### src/rtl/sio_l2b_pkg.sv
// Shared types and constants for the per-bank L2B-to-SIO response receiver.
// Holds the header field positions, the read-response encoding, the beat count,
// the receive FSM state enum and the committed-packet payload struct.
package sio_l2b_pkg;

  localparam int unsigned BEATS    = 16;
  localparam int unsigned BEAT_W   = 32;
  localparam int unsigned HDR_W    = 24;
  localparam int unsigned DATA_W   = BEATS * BEAT_W;
  localparam int unsigned CNT_W    = 4;
  localparam int unsigned PAR_W    = 2;

  // Header field positions inside the 32-bit header word
  localparam int unsigned OPES_HI  = 23;
  localparam int unsigned OPES_LO  = 20;
  localparam int unsigned CBA_HI   = 19;
  localparam int unsigned CBA_LO   = 16;
  localparam int unsigned TAG_HI   = 15;
  localparam int unsigned TAG_LO   = 0;

  // opes[1:0] value that marks a read response carrying BEATS data beats
  localparam logic [1:0] OPES_RD   = 2'b01;

  typedef enum logic {
    ST_IDLE = 1'b0,
    ST_DATA = 1'b1
  } rcv_state_e;

  typedef struct packed {
    logic [HDR_W-1:0]  hdr;
    logic              has_data;
    logic [DATA_W-1:0] data;
    logic              par_err;
    logic              ue_err;
  } pkt_t;

  // True when the header announces a read response (data beats follow)
  function automatic logic is_read(input logic [HDR_W-1:0] hdr);
    return hdr[OPES_LO+1:OPES_LO] == OPES_RD;
  endfunction

endpackage

### src/rtl/sio_l2b_rsp_rcv_if.sv
// Bundles the L2-bank response stream and the outbound packet handshake.
//   l2b_sio_*         : header/data stream from the L2 bank (into the receiver)
//   rsp_vld/rsp_rdy   : valid/ready handshake for the buffered head packet
//   rsp_hdr/has_data/data/par_err/ue_err : head packet payload
//   ovf_err/proto_err : sticky error flags
// slave is the receiver side, master is the L2 bank plus outbound consumer side.
interface sio_l2b_rsp_rcv_if;
  import sio_l2b_pkg::*;

  logic                l2b_sio_ctag_vld;
  logic [BEAT_W-1:0]   l2b_sio_data;
  logic [PAR_W-1:0]    l2b_sio_parity;
  logic                l2b_sio_ue_err;

  logic                rsp_vld;
  logic                rsp_rdy;
  logic [HDR_W-1:0]    rsp_hdr;
  logic                rsp_has_data;
  logic [DATA_W-1:0]   rsp_data;
  logic                rsp_par_err;
  logic                rsp_ue_err;
  logic                ovf_err;
  logic                proto_err;

  modport slave (
    input  l2b_sio_ctag_vld, l2b_sio_data, l2b_sio_parity, l2b_sio_ue_err, rsp_rdy,
    output rsp_vld, rsp_hdr, rsp_has_data, rsp_data, rsp_par_err, rsp_ue_err,
           ovf_err, proto_err
  );

  modport master (
    output l2b_sio_ctag_vld, l2b_sio_data, l2b_sio_parity, l2b_sio_ue_err, rsp_rdy,
    input  rsp_vld, rsp_hdr, rsp_has_data, rsp_data, rsp_par_err, rsp_ue_err,
           ovf_err, proto_err
  );

endinterface

### src/rtl/sio_l2b_rsp_fifo.sv
// Two-entry in-order packet buffer. The head entry is its own register so the
// consumer-facing payload is always a flop output; a pop shifts the tail into
// the head, giving a zero-bubble handoff. Push while full is ignored unless a
// pop happens in the same cycle.
//   clk, rst  : clock, async active-high reset
//   push/push_pkt : commit request and payload
//   pop       : head consumed this cycle (ignored when empty)
//   full      : both entries occupied
//   head_vld/head : head entry valid and payload
module sio_l2b_rsp_fifo
  import sio_l2b_pkg::*;
(
  input  logic clk,
  input  logic rst,
  input  logic push,
  input  pkt_t push_pkt,
  input  logic pop,
  output logic full,
  output logic head_vld,
  output pkt_t head
);

  pkt_t tail;
  logic tail_vld;
  logic pop_c;

  assign pop_c = pop & head_vld;
  assign full  = tail_vld;

  // Head/tail update; simultaneous pop+push keeps occupancy unchanged
  always_ff @(posedge clk or posedge rst) begin
    if (rst) begin
      head     <= '0;
      tail     <= '0;
      head_vld <= 1'b0;
      tail_vld <= 1'b0;
    end else if (pop_c) begin
      if (tail_vld) begin
        head <= tail;
        if (push) tail     <= push_pkt;
        else      tail_vld <= 1'b0;
      end else if (push) begin
        head <= push_pkt;
      end else begin
        head_vld <= 1'b0;
      end
    end else if (push) begin
      if (!head_vld) begin
        head     <= push_pkt;
        head_vld <= 1'b1;
      end else if (!tail_vld) begin
        tail     <= push_pkt;
        tail_vld <= 1'b1;
      end
    end
  end

endmodule

### src/rtl/sio_l2b_rsp_rcv.sv
// Per-bank receiver for the L2-bank-to-SIO response stream. Captures a header,
// collects BEATS data beats for read responses, checks per-halfword even parity,
// and commits complete packets into a 2-entry buffer presented with valid/ready.
//   iol2clk : clock
//   rst     : async active-high reset
//   bus     : slave side of sio_l2b_rsp_rcv_if (stream in, packet out, sticky errors)
module sio_l2b_rsp_rcv
  import sio_l2b_pkg::*;
(
  input  logic                 iol2clk,
  input  logic                 rst,
  sio_l2b_rsp_rcv_if.slave     bus
);

  rcv_state_e        state, state_nxt;
  logic [CNT_W-1:0]  cnt, cnt_nxt;
  pkt_t              stg, stg_nxt;
  logic              push_c;
  logic              pop_c;
  logic              proto_set_c;
  logic              par_bad_c;
  logic              fifo_full;
  logic              head_vld;
  pkt_t              head;

  // A data beat mismatches when either halfword's even-parity bit disagrees
  assign par_bad_c = (bus.l2b_sio_parity[1] != ^bus.l2b_sio_data[31:16]) |
                     (bus.l2b_sio_parity[0] != ^bus.l2b_sio_data[15:0]);

  assign pop_c = head_vld & bus.rsp_rdy;

  // State, beat counter, staging and sticky flags
  always_ff @(posedge iol2clk or posedge rst) begin
    if (rst) begin
      state         <= ST_IDLE;
      cnt           <= '0;
      stg           <= '0;
      bus.ovf_err   <= 1'b0;
      bus.proto_err <= 1'b0;
    end else begin
      state         <= state_nxt;
      cnt           <= cnt_nxt;
      stg           <= stg_nxt;
      bus.ovf_err   <= bus.ovf_err | (push_c & fifo_full & ~pop_c);
      bus.proto_err <= bus.proto_err | proto_set_c;
    end
  end

  // Next state; stg_nxt doubles as the commit payload so acks and the final
  // beat are pushed in the same cycle they arrive
  always_comb begin
    state_nxt   = state;
    cnt_nxt     = cnt;
    stg_nxt     = stg;
    push_c      = 1'b0;
    proto_set_c = 1'b0;
    unique case (state)
      ST_IDLE: begin
        if (bus.l2b_sio_ctag_vld) begin
          stg_nxt          = '0;
          stg_nxt.hdr      = bus.l2b_sio_data[HDR_W-1:0];
          stg_nxt.has_data = is_read(bus.l2b_sio_data[HDR_W-1:0]);
          cnt_nxt          = '0;
          if (stg_nxt.has_data) state_nxt = ST_DATA;
          else                  push_c    = 1'b1;
        end
      end
      ST_DATA: begin
        // A stray header strobe here is flagged but the cycle stays a beat
        proto_set_c = bus.l2b_sio_ctag_vld;
        stg_nxt.data[BEAT_W*int'(cnt) +: BEAT_W] = bus.l2b_sio_data;
        stg_nxt.par_err = stg.par_err | par_bad_c;
        stg_nxt.ue_err  = stg.ue_err | bus.l2b_sio_ue_err;
        cnt_nxt         = cnt + CNT_W'(1);
        if (cnt == CNT_W'(BEATS - 1)) begin
          push_c    = 1'b1;
          state_nxt = ST_IDLE;
        end
      end
      default: state_nxt = ST_IDLE;
    endcase
  end

  sio_l2b_rsp_fifo u_fifo (
    .clk      (iol2clk),
    .rst      (rst),
    .push     (push_c),
    .push_pkt (stg_nxt),
    .pop      (pop_c),
    .full     (fifo_full),
    .head_vld (head_vld),
    .head     (head)
  );

  assign bus.rsp_vld      = head_vld;
  assign bus.rsp_hdr      = head.hdr;
  assign bus.rsp_has_data = head.has_data;
  assign bus.rsp_data     = head.data;
  assign bus.rsp_par_err  = head.par_err;
  assign bus.rsp_ue_err   = head.ue_err;

endmodule

### src/flat_wrapper.sv
// flat-port wrapper written by rule: the top's interface ports become plain ports
module sio_l2b_rsp_rcv_flat import sio_l2b_pkg::*;
  (iol2clk, rst, bus_l2b_sio_ctag_vld, bus_l2b_sio_data, bus_l2b_sio_parity, bus_l2b_sio_ue_err, bus_rsp_rdy, bus_rsp_vld, bus_rsp_hdr, bus_rsp_has_data, bus_rsp_data, bus_rsp_par_err, bus_rsp_ue_err, bus_ovf_err, bus_proto_err);
  sio_l2b_rsp_rcv_if bus_i ();
  input  logic iol2clk;
  input  logic rst;
  input wire logic [$bits(bus_i.l2b_sio_ctag_vld)-1:0] bus_l2b_sio_ctag_vld;
  input wire logic [$bits(bus_i.l2b_sio_data)-1:0] bus_l2b_sio_data;
  input wire logic [$bits(bus_i.l2b_sio_parity)-1:0] bus_l2b_sio_parity;
  input wire logic [$bits(bus_i.l2b_sio_ue_err)-1:0] bus_l2b_sio_ue_err;
  input wire logic [$bits(bus_i.rsp_rdy)-1:0] bus_rsp_rdy;
  output wire logic [$bits(bus_i.rsp_vld)-1:0] bus_rsp_vld;
  output wire logic [$bits(bus_i.rsp_hdr)-1:0] bus_rsp_hdr;
  output wire logic [$bits(bus_i.rsp_has_data)-1:0] bus_rsp_has_data;
  output wire logic [$bits(bus_i.rsp_data)-1:0] bus_rsp_data;
  output wire logic [$bits(bus_i.rsp_par_err)-1:0] bus_rsp_par_err;
  output wire logic [$bits(bus_i.rsp_ue_err)-1:0] bus_rsp_ue_err;
  output wire logic [$bits(bus_i.ovf_err)-1:0] bus_ovf_err;
  output wire logic [$bits(bus_i.proto_err)-1:0] bus_proto_err;
  assign bus_i.l2b_sio_ctag_vld = bus_l2b_sio_ctag_vld;
  assign bus_i.l2b_sio_data = bus_l2b_sio_data;
  assign bus_i.l2b_sio_parity = bus_l2b_sio_parity;
  assign bus_i.l2b_sio_ue_err = bus_l2b_sio_ue_err;
  assign bus_i.rsp_rdy = bus_rsp_rdy;
  assign bus_rsp_vld = bus_i.rsp_vld;
  assign bus_rsp_hdr = bus_i.rsp_hdr;
  assign bus_rsp_has_data = bus_i.rsp_has_data;
  assign bus_rsp_data = bus_i.rsp_data;
  assign bus_rsp_par_err = bus_i.rsp_par_err;
  assign bus_rsp_ue_err = bus_i.rsp_ue_err;
  assign bus_ovf_err = bus_i.ovf_err;
  assign bus_proto_err = bus_i.proto_err;
  sio_l2b_rsp_rcv u_core (.iol2clk(iol2clk), .rst(rst), .bus(bus_i));
endmodule
### config.mk
export PLATFORM = sky130hd
export DESIGN_NAME = sio_l2b_rsp_rcv_flat
export DESIGN_NICKNAME = d
export VERILOG_FILES = /design/src/rtl/sio_l2b_pkg.sv /design/src/rtl/sio_l2b_rsp_rcv_if.sv /design/src/rtl/sio_l2b_rsp_fifo.sv /design/src/rtl/sio_l2b_rsp_rcv.sv /design/src/flat_wrapper.sv
export SDC_FILE = /design/constraint.sdc
export NUM_CORES = 2
export LEC_CHECK = 0
export ABC_AREA = 1
export BUFFER_PORTS_ARGS = -buffer_cell sky130_fd_sc_hd__buf_2
export CORE_MARGIN = 5
export CORE_UTILIZATION = 50
export DETAILED_ROUTE_END_ITERATION = 8
export PLACE_DENSITY_LB_ADDON = 0.12
export SLEW_MARGIN = 20
export SYNTH_ARGS = -nofsm -noshare
export SYNTH_HDL_FRONTEND = slang
export SYNTH_SLANG_ARGS = --single-unit
### constraint.sdc
create_clock -name iol2clk -period 66.9 [get_ports iol2clk]
set_input_delay 6.69 -clock iol2clk [delete_from_list [all_inputs] [get_ports iol2clk]]
set_output_delay 6.69 -clock iol2clk [all_outputs]
set_load 0.1 [all_outputs]
==> results.toml <==
[timing]
period_share = 0.175
drv_slew = 0
worstMarginPinSlew_ps = 1300
maxSlewHeadroom = 0.134
skew_ps = 32.2
tns_ps = 0
hold_violations = 0
setup_viol_count_final = 0
period_needed_ps = 11700
fmax_ghz = 0.0854
rsz0062_at_grt = "false"

[synth]
syn_inst = 8878
yosys.cell_count.top_type = "nand2_1"
yosysSeqAreaShare = 0.565
synth_seq_cells = 1626
yosysUniqueCellTypes = 31
async_flop_share = 1.00
ys_warn_count = 0
synth_edf_count = 0
syn-num-nets = 8922
syn_area_mm2 = 0.0720
yosys.area.top_type = "dfrtp_1"
syn_avg_cell_area_um2 = 8.11
synthTopCellsByArea = "dfrtp_1 (57%), nand2_1 (15%), a21oi_1 (5.6%)"
synth_top_area_frac = 0.565
synth_common_cells = "nand2_1 (2,917), dfrtp_1 (1,626), a21oi_1 (802)"
ys.flop_type = "dfrtp_1"

[critical_path]
cp-startpoint = "bus_l2b_sio_data[21]"
r2r-end = "u_core.u_fifo.tail[241]$_DFFE_PP0P_"
criticalPathCategory = "in -> reg"
crit_chain = "buf_2 -> inv_1 -> ha_1 -> o21ai_0 -> nand2_1 -> inv_1 -> nand2_4 -> clkinv_8 -> buf_4 -> buf_4 -> buf_4 -> nor2_1 -> a31oi_1"
cp-start-kind = "input port"
end_kind = "flip-flop"
rr_worst_depth = 11
cp.arrival_ps = 12420
r2r-start = "u_core.state$_DFF_PP0_"
cp_slowest_cell = "buf_4"
reg2reg_slack_ps = 59980
path_common_cell = "buf_4"
cp_slowest_stage_delay_ps = 910
cp.required_ps = 67620
cp_max_fo = 206

[clock_tree]
cts-root-buf = "clkbuf_16"
ctsHoldBuffers = 0
clk_latency_ps = 820
clk_pin_slew_ps = 60
cts_setup_buffers = 0
numCtsBuffers = 171
cts-resized-gates = 0
cts_tree = "yes"
clock-sinks = 1626
cts_buffer_depth = 3
cts_max_level = 4

[floorplanning]
die_height_um = 389
start_util = 0.502
ios = 581
row_count = 139
fp.dieArea_mm2 = 0.152
coreArea_mm2 = 0.143
die_x_um = 389

[global_route]
antenna_found_initial = 6
grt_pass1_vias = 59300
overflow = 0
grt_util_all_layers = 0.313
grt_pass1_wl_mm = 367
grt_start_max_net_pins = 211

[place]
place_area_mm2 = 0.0758
place_congestion = 0.883
dp_cells = 10900
io_buffers = 580
dpl.hpwl_mm = 150

[routing]
ant_nets = 0
vias = 62400
drt_iter0_drc = 6081
drt_pre_antenna_iters = 8
drt-wirelength-per-cell_um = 21.6
wl_mm = 242
drc = 0
via_per_inst = 5.59

[layout]
fillers = 13000
stdcell_area_mm2 = 0.0815
drive_above_1_share = 0.107
layout.nets = 9168
final_cells = 11200
synthToLayoutAreaGrowth_pct = 13.3

[min_path]
hold_end = "u_core.u_fifo.head[51]$_DFFE_PP0P_"
worstHoldPathCells = 2
min_from = "u_core.u_fifo.head[51]$_DFFE_PP0P_"
min_path_type = "reg -> reg"

[outcome]
status = "completed"

[run]
cap_viol_max_count = 0
state kept, by name, summed over array words and instances, names as in the netlist:
name and count:
u_core.u_fifo.head 539, u_core.bus.ovf_err 1, u_core.state 1, u_core.u_fifo.tail 539, u_core.u_fifo.head_vld 1, u_core.stg 539, u_core.cnt 4, u_core.bus.proto_err 1
u_core.u_fifo.full 1
cell families after synthesis:
family / Yosys count / synth area share
AND/OR/NAND/NOR: 3633 / 0.196
AO/OA/AOI/OAI: 2247 / 0.164
flip-flops: 1626 / 0.565
buffers and inverters: 1354 / 0.0727
XOR/XNOR: 13 / 0.00158
adder cells (fa/ha/maj): 5 / 0.000869
metrics by stage:
step / hold slack (ps) / utilization / setup WS [ps]
finish: 472 / 0.569 / 55200
global placement: 459 / 0.529 / 54370
detailed placement: 460 / 0.529 / 54280
global route: 492 / 0.569 / 54880
floorplan: 449 / - / 14330
CTS: 476 / 0.568 / 55170
worst max path at each step:
stage | end | slack (ps)
6_report | u_core.u_fifo.tail[241]$_DFFE_PP0P_ | 55200
5_1_grt | u_core.u_fifo.tail[178]$_DFFE_PP0P_ | 54880
4_1_cts | u_core.u_fifo.tail[236]$_DFFE_PP0P_ | 55170
3_5_place_dp | u_core.u_fifo.tail[241]$_DFFE_PP0P_ | 54280
3_3_place_gp | u_core.u_fifo.tail[239]$_DFFE_PP0P_ | 54370
2_1_floorplan | u_core.bus.ovf_err$_DFF_PP0_ | 14330
per-layer routing:
metal	routed length [um]	global-route usage	up-vias
li1	-	-	29100
met4	13100	0.152	2
met1	100000	0.424	30600
met3	18000	0.0612	417
met2	110000	0.486	2321
met5	12	0	-
critical path, delay by kind of cell:
| kind | cells | cell delay [ps] |
|---|---|---|
| AO/OA/AOI/OAI | 2 | 370 |
| adder cells (fa/ha/maj) | 1 | 330 |
| buffers and inverters | 7 | 3980 |
| AND/OR/NAND/NOR | 3 | 760 |
layout make-up:
class | instances | area, um^2 | area share
Tap cell | 1903 | 2380 | 0.0292
Antenna cell | 4 | 10.0 | 0.000123
Sequential cell | 1626 | 40700 | 0.499
Inverter | 744 | 2840 | 0.0348
Clock inverter | 50 | 607 | 0.00745
Clock buffer | 254 | 5040 | 0.0619
Timing Repair Buffer | 683 | 3790 | 0.0465
Multi-Input combinational cell | 5898 | 26100 | 0.321
layout by cell type, fill, tap and decap left out, types with 8 or more instances in the layout:
| cell type | n |
|---|---|
| a21oi_1 | 802 |
| a31oi_1 | 87 |
| buf_12 | 8 |
| buf_2 | 580 |
| buf_4 | 91 |
| bufinv_16 | 9 |
| clkbuf_1 | 41 |
| clkbuf_16 | 174 |
| clkbuf_8 | 39 |
| clkinv_2 | 24 |
| dfrtp_1 | 1625 |
| inv_1 | 725 |
| inv_2 | 12 |
| nand2_1 | 2914 |
| nand3_1 | 276 |
| nor2_1 | 383 |
| nor3_1 | 33 |
| o211ai_1 | 161 |
| o21ai_0 | 755 |
| o21ai_1 | 435 |
| xnor2_1 | 8 |
Power is not shown: default switching activity piles up to over one toggle a cycle in this logic, so the estimate is an artifact.
